<file path="src/rtl/shift_add_multiplier_4.sv">
// =============================================================================
// Module   : shift_add_multiplier_4 (with ripple_carry_adder_4)
// Brief    : 4x4 unsigned shift-and-add multiplier, one add/shift step per clock.
//            Optional macro MUL_ZERO_SKIP_EN: zero operands finish in one edge.
// Revision : 1.0 - initial release
// =============================================================================
`default_nettype none

module ripple_carry_adder_4 #(
  parameter int N = 4
) (
  input  logic [N-1:0] i_a,
  input  logic [N-1:0] i_b,
  input  logic         i_cin,
  output logic [N-1:0] o_sum,
  output logic         o_cout
);

  logic [N:0] w_carry;

  assign w_carry[0] = i_cin;

  for (genvar gi = 0; gi < N; gi++) begin : g_bit
    assign o_sum[gi]       = i_a[gi] ^ i_b[gi] ^ w_carry[gi];
    assign w_carry[gi + 1] = (i_a[gi] & i_b[gi]) | (w_carry[gi] & (i_a[gi] ^ i_b[gi]));
  end

  assign o_cout = w_carry[N];

endmodule

module shift_add_multiplier_4 #(
  parameter int N = 4
) (
  input  logic           i_clk,
  input  logic           i_rst_n,
  input  logic           i_start,
  input  logic [N-1:0]   i_a,
  input  logic [N-1:0]   i_b,
  output logic           o_busy,
  output logic           o_valid,
  output logic [2*N-1:0] o_product
);

  typedef enum logic [1:0] {
    S_IDLE = 2'd0,
    S_CALC = 2'd1,
    S_DONE = 2'd2
  } state_t;

  localparam logic [1:0] C_LAST_STEP = 2'd3;

  state_t       r_state;
  state_t       w_state_nxt;
  logic [N-1:0] r_m;
  logic [N-1:0] r_acc;
  logic [N-1:0] r_q;
  logic [1:0]   r_count;

  logic         w_load;
  logic         w_zero_op;
  logic [N-1:0] w_addend;
  logic [N-1:0] w_sum;
  logic         w_cout;

`ifdef MUL_ZERO_SKIP_EN
  assign w_zero_op = (i_a == '0) || (i_b == '0);
`else
  assign w_zero_op = 1'b0;
`endif

  assign w_addend = r_q[0] ? r_m : '0;

  ripple_carry_adder_4 #(
    .N (N)
  ) u_adder (
    .i_a    (r_acc),
    .i_b    (w_addend),
    .i_cin  (1'b0),
    .o_sum  (w_sum),
    .o_cout (w_cout)
  );

  // The DONE edge doubles as an IDLE edge so a held i_start restarts every 5 cycles.
  always_comb begin
    w_state_nxt = r_state;
    w_load      = 1'b0;
    case (r_state)
      S_IDLE, S_DONE: begin
        if (i_start) begin
          w_load      = 1'b1;
          w_state_nxt = w_zero_op ? S_DONE : S_CALC;
        end else begin
          w_state_nxt = S_IDLE;
        end
      end
      S_CALC: begin
        if (r_count == C_LAST_STEP) begin
          w_state_nxt = S_DONE;
        end
      end
      default: w_state_nxt = S_IDLE;
    endcase
  end

  always_ff @(posedge i_clk or negedge i_rst_n) begin
    if (!i_rst_n) begin
      r_state <= S_IDLE;
    end else begin
      r_state <= w_state_nxt;
    end
  end

  always_ff @(posedge i_clk or negedge i_rst_n) begin
    if (!i_rst_n) begin
      r_m     <= '0;
      r_acc   <= '0;
      r_q     <= '0;
      r_count <= '0;
    end else if (w_load) begin
      r_m     <= i_a;
      r_acc   <= '0;
      r_q     <= w_zero_op ? '0 : i_b;
      r_count <= '0;
    end else if (r_state == S_CALC) begin
      // Carry-out enters the top of acc so 0xF*0xF keeps every bit.
      {r_acc, r_q} <= {w_cout, w_sum, r_q[N-1:1]};
      r_count      <= r_count + 2'd1;
    end
  end

  assign o_busy    = (r_state != S_IDLE);
  assign o_valid   = (r_state == S_DONE);
  assign o_product = {r_acc, r_q};

endmodule

`default_nettype wire
</file>
<file path="config.mk">
export PLATFORM = sky130hd
export DESIGN_NAME = shift_add_multiplier_4
export DESIGN_NICKNAME = d
export VERILOG_FILES = /design/src/rtl/shift_add_multiplier_4.sv
export SDC_FILE = /design/constraint.sdc
export NUM_CORES = 1
export LEC_CHECK = 0
export BUFFER_PORTS_ARGS = -buffer_cell sky130_fd_sc_hd__buf_2
export CORE_UTILIZATION = 50
export CTS_CLUSTER_DIAMETER = 50
export CTS_CLUSTER_SIZE = 10
export DETAILED_ROUTE_END_ITERATION = 16
export PLACE_DENSITY_LB_ADDON = 0.15
export RECOVER_POWER = 25
export SYNTH_ARGS = -nofsm -noshare
export SYNTH_HDL_FRONTEND = slang
export SYNTH_SLANG_ARGS = --single-unit
</file>
<file path="constraint.sdc">
create_clock -name i_clk -period 2.94 [get_ports i_clk]
set_input_delay 0.147 -clock i_clk [delete_from_list [all_inputs] [get_ports i_clk]]
set_output_delay 0.147 -clock i_clk [all_outputs]
set_load 0.01 [all_outputs]
</file>
==> results.toml, run 1 <==
[global_route]
top_usage_layer = "met2"
antenna_found_initial = 0
grt_pass1_vias = 571
met1_usage_pct = 24.1
grt_usage_pct = 19.5
grt_max_degree = 17
grt_use_met2_pct = 31.5
grt_overflow_total = 0
grt_pass1_wl_um = 2480
grtUsageMet3_pct = 2.55

[place]
place_ws_ns = 0.636
hpwl_um = 1070
port_buffers = 20
place.gp.congestion = 0.680
dpl_cell_area_um2 = 928

[floorplanning]
start_util_pct = 54.4
chipHeight_um = 42.7
rows = 14
dieArea_um2 = 1820
die_w_um = 42.7
io_pins = 21
coreArea_um2 = 1520

[clock_network]
cts_buffers = 3
clockBufferDepth = 2
cts_tree = "done"
clock_sinks = 16
clk_pin_slew_ns = 0.09
postCtsHoldBufs = 1
postCtsSetupBuffers = 0
cts-root-buf = "clkbuf_4"
ctsResizeCount = 0
insertion_delay_ns = 0.28
cts.htree.levels = 1

[sta]
tns_ns = 0
max_freq_ghz = 0.436
worst_slew_pin_slew_ns = 0.873
fin_crit_ns = 2.29
setup_ws_ns = 0.647
period_share_pct = 78.0
finalHoldViolations = 0
relSlewSlack_pct = 41.8
setup_viol = 0
skew_ns = 0.00152
rsz0062_at_grt = "no"
finalMaxSlewViolations = 0

[layout]
design_area_um2 = 973
syn2layout_area_growth_pct = 17.5
drive_gt1_share_pct = 34.7
fillCellCount = 138
nets = 112
num_antenna_cells = 0

[power_and_ir_drop]
ir_drop_mv = 0.488
p_leak_nw = 0.489
p_per_area_nw_per_um2 = 1100

[setup_path]
crit_arrival_ns = 2.47
crit_chain = "and2_1, ha_1, fa_1, inv_1, fa_1, inv_1, fa_1, mux2_2, nand2_1, o21ai_0"
crit_slowest_cell = "dfrtp_1"
end_kind = "register"
rrSetupSlack_ns = 0.65
cp-start-kind = "register"
cpPeakStageDelay_ns = 0.44
cp_max_fo = 6
path_class = "register to register"
crit_required_ns = 3.11
cp_common_cell = "fa_1"

[hold_path]
hold_path.class = "primary input to register"

[route]
via_count = 574
postRouteAntennaNets = 0
drc_errors = 0
drtIter0Drc = 8
wl_per_cell_um = 13.5
wl_um = 1500
via_per_inst = 5.17
drt_first_pass_iters = 4

[run]
drv_cap = 0

[outcome]
outcome = "finished, final reports clean"

[logic_synthesis]
ys_seq_elements = 16
synth_cell_types = 24
netlist_area_um2 = 828
ys_seq_area_share_pct = 48.3
syn_area_per_cell_um2 = 11.3
syn_nets = 89
yosysWarnings = 0
netlist_instances = 73
## cell usage in the layout, fill, tap and decap left out, types with 3 or more instances in the layout
master and instances:
buf_2 19, dfrtp_1 16, mux2_2 7, inv_1 6
o21ai_0 6, nand2_1 5, and2_1 4, nand2b_1 4
o22ai_1 3, a21oi_1 3, fa_1 3, clkbuf_4 3
## routing by layer
layer,share of wire [%],vias up
li1,-,290
met1,44,273
met2,51,9
met3,2.9,2
met4,1.3,0
met5,0,-
## sequential cells by signal, summed over array words and instances, names as in the netlist
name     cells
r_count      2
r_acc        4
r_state      2
r_m          4
r_q          4
## where the power goes
part	leakage [nW]	switching, mW	internal [mW]
sequential	0.195	0.101	0.325
clock	0.0210	0.0697	0.0754
combinational	0.273	0.230	0.268
## synth_stat cells (all sizes together)
master  instances  share of area [%]
a22o            1                1.1
or2             1               0.76
nand2b          5                4.7
mux2            7                9.5
nand2           5                2.3
a21oi           3                1.8
and2            5                4.1
nand3           1               0.60
o22ai           3                2.3
o21ai           6                3.6
and3b           1                1.1
a21o            1               0.91
nor3b           1               0.91
dfrtp          16                 48
fa              3                7.3
inv             6                2.7
buf             2                2.0
a221o           1                1.2
ha              2                3.0
clkbuf          1               0.45
nor2b           2                1.5
## worst max-delay path, delay by kind of cell, from the launching register on
| family | cells | cell delay (ns) |
|---|---|---|
| adders and majority gates | 4 | 1.05 |
| DFF | 1 | 0.44 |
| muxes | 1 | 0.27 |
| and+or+nand+nor | 2 | 0.22 |
| buffers and inverters | 2 | 0.13 |
| AOI/OAI and AO/OA | 1 | 0.08 |
## final timing paths
check / startpoint / endpoint / cells past startpoint
setup / recovery: r_q[0] / r_acc[3] / 10
hold / removal: i_a[1] / r_m[1] / 2
setup reg to reg: r_q[0] / r_acc[3] / 10
hold reg to reg: r_m[3] / r_m[3] / 1
max in group asynchronous: i_rst_n / r_q[2] / 2
min in group asynchronous: i_rst_n / r_m[0] / 2
## metrics by stage
step / cells / hold WS, ns / utilization [%] / total power [mW]
2_1_floorplan: 73 / -0.149 / - / 0.786
3_3_place_gp: 106 / 0.0786 / 60.9 / 0.913
3_5_place_dp: 106 / 0.0839 / 60.9 / 0.932
4_1_cts: 111 / 0.0759 / 64.0 / 1.09
5_1_grt: 111 / 0.0889 / 63.9 / 1.17
6_report: 111 / 0.0895 / 63.9 / 1.07
## cell type report
type                       instances  area, um2  area share (%)
clock buffer                       4       36.3            3.73
inverter                           6       22.5            2.31
multi-input combinational         48        385            39.6
sequential                        16        400            41.1
tap                               16       20.0            2.06
timing repair buffer              21        109            11.2
## logic make-up after synthesis
logic type,count (synthesis),share of synthesized area (%)
adders and majority gates,5,10.3
buffers and inverters,9,5.13
AOI/OAI and AO/OA,15,10.9
DFF,16,48.3
and+or+nand+nor,21,15.9
muxes,7,9.52
Note: power is estimated with default switching activity, not from simulation.
==> inputs of run 2 (changes only) <==
- ABC_AREA: unset -> 1
- CORE_UTILIZATION: 50 -> 45
- clock period: 2.94 -> 2.1 ns (I/O delays scaled with it)
==> results.toml, run 2 <==
[setup_path]
r2r-start = "r_q[0]"
rrSetupSlack_ns = 0.08
reg2reg_to = "r_acc[2]"
worst-path-buf-inv = 3
crit_required_ns = 2.32
ff2ff_path_depth = 10
crit_slowest_cell = "fa_1"
crit_chain = "nand2_1, inv_1, ha_2, fa_2, inv_2, fa_2, inv_2, fa_1, nand2_1, o21ai_1"
cpPeakStageDelay_ns = 0.49
crit_arrival_ns = 2.25
end_kind = "register"
path_class = "register to register"
cp-start-kind = "register"
crit_family = "adder cells"
cp_max_fo = 6

[outcome]
outcome = "finished, final reports clean"

[clock_network]
clk_pin_slew_ns = 0.09
clock_sinks = 16
insertion_delay_ns = 0.29
cts-root-buf = "clkbuf_4"
cts_tree = "done"
cts.htree.levels = 1
cts_buffers = 3
clockBufferDepth = 2

[layout]
reg_top3 = "r_acc: 4 flops, r_m: 4 flops, r_q: 4 flops"
fin_util_pct = 61.9
ff_latch_area_um2 = 400
final_common_cell = "nand2_1"
design_area_um2 = 987
num_antenna_cells = 0
nets = 139
drive_gt1_share_pct = 27.3
instances_no_fill = 145
syn2layout_area_growth_pct = 22.1
multi_input_area_um2 = 357
layout_common_cells = "nand2_1 (43), buf_2 (19), dfrtp_1 (16)"
fillCellCount = 146

[global_route]
grt_pass1_vias = 679
grt_max_degree = 17
grt_usage_pct = 21.8
grt_pass1_wl_um = 2970
antenna_found_initial = 0
grt_overflow_total = 0

[sta]
worst_slew_pin_slew_ns = 0.881
finalHoldViolations = 0
max_freq_ghz = 0.494
rsz0062_at_grt = "yes"
setup_viol = 0
relSlewSlack_pct = 41.2
skew_ns = 0.00406
tns_ns = 0
fin_crit_ns = 2.02
holdWs_ns = 0.00886
finalMaxSlewViolations = 0
period_share_pct = 96.3

[logic_synthesis]
netlist_area_um2 = 808
ys_top_cells_by_count = "nand2_1 (43), dfrtp_1 (16), inv_1 (13), nand3_1 (6)"
yosysTopAreaCell = "dfrtp_1"
syn_area_per_cell_um2 = 8.42
ys_async_sr_fraction_pct = 100
synthTopCellsByArea = "dfrtp_1 (50%), nand2_1 (20%), fa_1 (7.4%)"
yosys.area.top_type_share_pct = 49.5
syn_nets = 112
ys_seq_elements = 16
synth_cell_types = 15
yosysWarnings = 0
synth-edff-count = 0
netlist_instances = 96
ys_seq_area_share_pct = 49.5
ys.flop_type = "dfrtp_1"
synth.most_common_cell = "nand2_1"

[floorplanning]
coreArea_um2 = 1590
rows = 14
die_w_um = 44.4
chipHeight_um = 44.4
start_util_pct = 50.7
dieArea_um2 = 1970
io_pins = 21

[route]
wl_per_cell_um = 11.3
drt_first_pass_iters = 4
drtIter0Drc = 7
wl_um = 1640
postRouteAntennaNets = 0
via_count = 690
drc_errors = 0
via_per_inst = 4.76

[power_and_ir_drop]
power.share.clock_pct = 11.9
combPwrFrac_pct = 47.4
internal-power_mw = 0.750
p_sw_mw = 0.599
ir_drop_mv = 0.858
seqPwrFrac_pct = 40.7
switching_share_pct = 44.4
p_per_area_nw_per_um2 = 1370
p_leak_nw = 0.577

[place]
dpl_cell_area_um2 = 938
hpwl_um = 1170
dp_cells = 140
port_buffers = 20
place.gp.congestion = 0.794

[hold_path]
worstHoldStart = "i_a[0]"
hold_path.class = "primary input to register"
holdPathStages = 3
whs_endpoint = "r_m[0]"

[run]
drv_cap = 0
[run 2: changes by cell type in the layout (fill, tap and decap cells not counted), sizes merged, moves of 2 or more]
| cell | before | now |
|---|---|---|
| o21ai | 6 | 2 |
| nand2 | 5 | 45 |
| nor2b | 2 | 0 |
| nor2 | 0 | 5 |
| a21oi | 3 | 1 |
| inv | 6 | 15 |
| mux2 | 7 | 0 |
| and2 | 5 | 0 |
| o22ai | 3 | 0 |
| nand3 | 1 | 6 |
| nand2b | 5 | 0 |
[run 2: worst max-delay path by stage]
| stage | startpoint | endpoint | slack, ns | depth (start not counted) |
|---|---|---|---|---|
| floorplan | r_q[0] | r_acc[2] | 0.11 | 10 |
| global placement | r_q[0] | r_acc[2] | 0.14 | 10 |
| CTS | r_q[0] | r_acc[2] | 0.05 | 10 |
| detailed placement | r_q[0] | r_acc[2] | 0.06 | 10 |
| global route | r_q[0] | r_acc[2] | -0.03 | 10 |
| finish | r_q[0] | r_acc[2] | 0.08 | 10 |
[run 2: stage by stage]
stage          power (mW)  worst slack, ns
3_3_place_gp         1.16            0.135
3_5_place_dp         1.18           0.0646
6_report             1.35           0.0772
4_1_cts              1.34           0.0478
5_1_grt              1.51          -0.0256
2_1_floorplan       0.976            0.115
[run 2: power groups by stage]
| stage | logic (mW) | registers [mW] | clock network [mW] |
|---|---|---|---|
| finish | 0.639 | 0.549 | 0.161 |
| detailed placement | 0.625 | 0.552 | 0 |
| floorplan | 0.410 | 0.566 | 0 |
| global placement | 0.605 | 0.551 | 0 |
| CTS | 0.629 | 0.547 | 0.164 |
| global route | 0.754 | 0.569 | 0.183 |
[run 2: per-layer routing]
layer	vias up	part of all wire, %	track usage (%)
met5	-	0	0
met4	0	1.7	9.09
met3	5	4.6	7.35
met2	18	50	35.3
met1	329	44	26.8
li1	338	-	-
[run 2: what timing repair did]
action,in CTS,in global routing
setup endpoints to repair,0,1
gates resized for setup,0,6
buffers inserted,0,0
hold buffers,1,1
hold endpoints to repair,16,1
[run 2: worst register-to-register path: cells and delay by family, from the launching register on]
| kind | cells | cell delay (ns) |
|---|---|---|
| adders and majority gates | 4 | 1.18 |
| DFF | 1 | 0.44 |
| buffers and inverters | 3 | 0.14 |
| and+or+nand+nor | 2 | 0.13 |
| AOI/OAI and AO/OA | 1 | 0.07 |
[run 2: cell families after synthesis]
logic type / synth area share [%]
AND/OR/NAND/NOR: 30.8
adder cells (fa/ha/maj): 10.5
buffers and inverters: 7.28
flip-flops: 49.5
AO/OA/AOI/OAI: 1.86
[run 2: cell type report]
type                            count  share of cell area [%]
Timing Repair Buffer               22                    12.0
Multi-Input combinational cell     65                    36.1
Sequential cell                    16                    40.6
Inverter                           15                    5.96
Clock buffer                        3                    2.28
Tap cell                           24                    3.04
==> inputs of run 3 (changes only) <==
--- a/config.mk
+++ b/config.mk
@@ -7,5 +7,4 @@
 export LEC_CHECK = 0
-export ABC_AREA = 1
 export BUFFER_PORTS_ARGS = -buffer_cell sky130_fd_sc_hd__buf_2
-export CORE_UTILIZATION = 45
+export CORE_UTILIZATION = 50
 export CTS_CLUSTER_DIAMETER = 50
==> constraint.sdc (replaced) <==
create_clock -name i_clk -period 2.31 [get_ports i_clk]
set_input_delay 0.1155 -clock i_clk [delete_from_list [all_inputs] [get_ports i_clk]]
set_output_delay 0.1155 -clock i_clk [all_outputs]
set_load 0.005 [all_outputs]
==> results.toml, run 3 (synthesis results as in run 1) <==
[layout]
reg_top3 = "r_acc: 4 flops, r_m: 4 flops, r_q: 4 flops"
fillCellCount = 138
final_common_cell = "buf_2"
layout_common_cells = "buf_2 (19), dfrtp_1 (16), mux2_2 (7)"
num_antenna_cells = 0
drive_gt1_share_pct = 40.0
nets = 112
syn2layout_area_growth_pct = 18.7

[place]
place.gp.congestion = 0.688
port_buffers = 20
hpwl_um = 1020

[setup_path]
crit_slowest_cell = "dfrtp_1"
cp-startpoint = "r_q[0]"
reg2reg_to = "r_acc[3]"
cpPeakStageDelay_ns = 0.42
crit_required_ns = 2.49
crit_arrival_ns = 2.34
r2r-start = "r_q[0]"
end_kind = "register"
rrSetupSlack_ns = 0.15
cp_common_cell = "fa_2"
path_class = "register to register"
cp-start-kind = "register"
crit_chain = "and2_1, ha_2, fa_2, inv_2, fa_2, inv_1, fa_2, mux2_2, nand2_1, o21ai_1"
ff2ff_path_depth = 10
cp_max_fo = 6

[route]
drc_errors = 0
via_per_inst = 5.25
drt_first_pass_iters = 4
drtIter0Drc = 2
wl_um = 1450
postRouteAntennaNets = 0
via_count = 583
wl_per_cell_um = 13.0

[clock_network]
cts.htree.levels = 1
insertion_delay_ns = 0.29
clk_pin_slew_ns = 0.09
cts_tree = "done"
cts-root-buf = "clkbuf_4"
clock_sinks = 16
cts_buffers = 3
clockBufferDepth = 2
postCtsSetupBuffers = 0

[global_route]
grt_usage_pct = 17.5
grt_pass1_wl_um = 2280
antenna_found_initial = 0
grt_overflow_total = 0
grt_max_degree = 17
grt_pass1_vias = 531

[hold_path]
worstHoldStart = "i_a[2]"
hold_path.class = "primary input to register"
holdPathStages = 2
whs_endpoint = "r_m[2]"

[sta]
setup_viol = 0
relSlewSlack_pct = 41.1
rsz0062_at_grt = "no"
period_share_pct = 93.3
finalMaxSlewViolations = 0
fin_crit_ns = 2.16
worst_slew_pin_slew_ns = 0.884
max_freq_ghz = 0.464
tns_ns = 0
finalHoldViolations = 0
skew_ns = 0.00251

[outcome]
outcome = "finished, final reports clean"

[power_and_ir_drop]
p_per_area_nw_per_um2 = 1350
switching_share_pct = 36.0
internal-power_mw = 0.852
seqPwrFrac_pct = 40.7
p_leak_nw = 0.483
p_sw_mw = 0.478
finalPower_mw = 1.33
power.share.clock_pct = 13.8
combPwrFrac_pct = 45.5
ir_drop_mv = 0.603

[floorplanning]
io_pins = 21
rows = 14
die_w_um = 42.7
start_util_pct = 54.4
chipHeight_um = 42.7
dieArea_um2 = 1820
coreArea_um2 = 1520

[run]
drv_cap = 0
## run 3: final cells by class
class / instances / area (um2) / share of cell area [%]
repair buffers: 21 / 109 / 11.1
multi-input cells: 48 / 395 / 40.2
well taps: 16 / 20.0 / 2.04
clock buffers: 4 / 36.3 / 3.69
inverters: 6 / 22.5 / 2.29
flip-flops and latches: 16 / 400 / 40.7
## run 3: what timing repair did
action,in CTS,in global routing
hold buffers,1,0
endpoints found under the setup margin,0,1
endpoints found under the hold margin,16,0
resized for setup,0,6
## run 3: critical path, delay by kind of cell, from the launching register on
kind | cells | cell delay, ns
adder cells (fa/ha/maj) | 4 | 0.97
flip-flops | 1 | 0.42
multiplexers | 1 | 0.26
AND/OR/NAND/NOR | 2 | 0.24
buffers and inverters | 2 | 0.11
AO/OA/AOI/OAI | 1 | 0.06
## run 3: through the flow
step / instances / hold slack, ns / setup slack (ns) / instance area [um2] / util, %
finish: 111 / 0.0546 / 0.154 / 983 / 64.5
global route: 111 / 0.0462 / 0.0335 / 983 / 64.5
CTS: 111 / 0.0466 / 0.0552 / 975 / 64.0
detailed placement: 106 / 0.0484 / 0.0740 / 928 / 60.9
global placement: 106 / 0.0439 / 0.121 / 928 / 60.9
floorplan: 73 / -0.180 / 0.149 / 828 / -
## run 3: power by group through the flow
stage | combinational (mW) | sequential [mW] | clock (mW)
after floorplan | 0.464 | 0.508 | 0
after global placement | 0.582 | 0.546 | 0
after detailed placement | 0.591 | 0.549 | 0
after CTS | 0.599 | 0.542 | 0.191
after global routing | 0.696 | 0.561 | 0.200
final | 0.606 | 0.541 | 0.184
## run 3: worst max-delay path by stage
stage / end / slack [ns]
after detailed placement: r_acc[3] / 0.07
after CTS: r_acc[3] / 0.06
after floorplan: r_acc[3] / 0.15
after global placement: r_acc[3] / 0.12
final: r_acc[3] / 0.15
after global routing: r_acc[3] / 0.03
## run 3: per-layer routing
metal	GRT usage, %	wire [um]	vias to the layer above
met3	2.55	45	5
met4	11.3	35	0
met1	23.7	659	278
met2	26.1	707	12
met5	0	0	-
li1	-	-	288
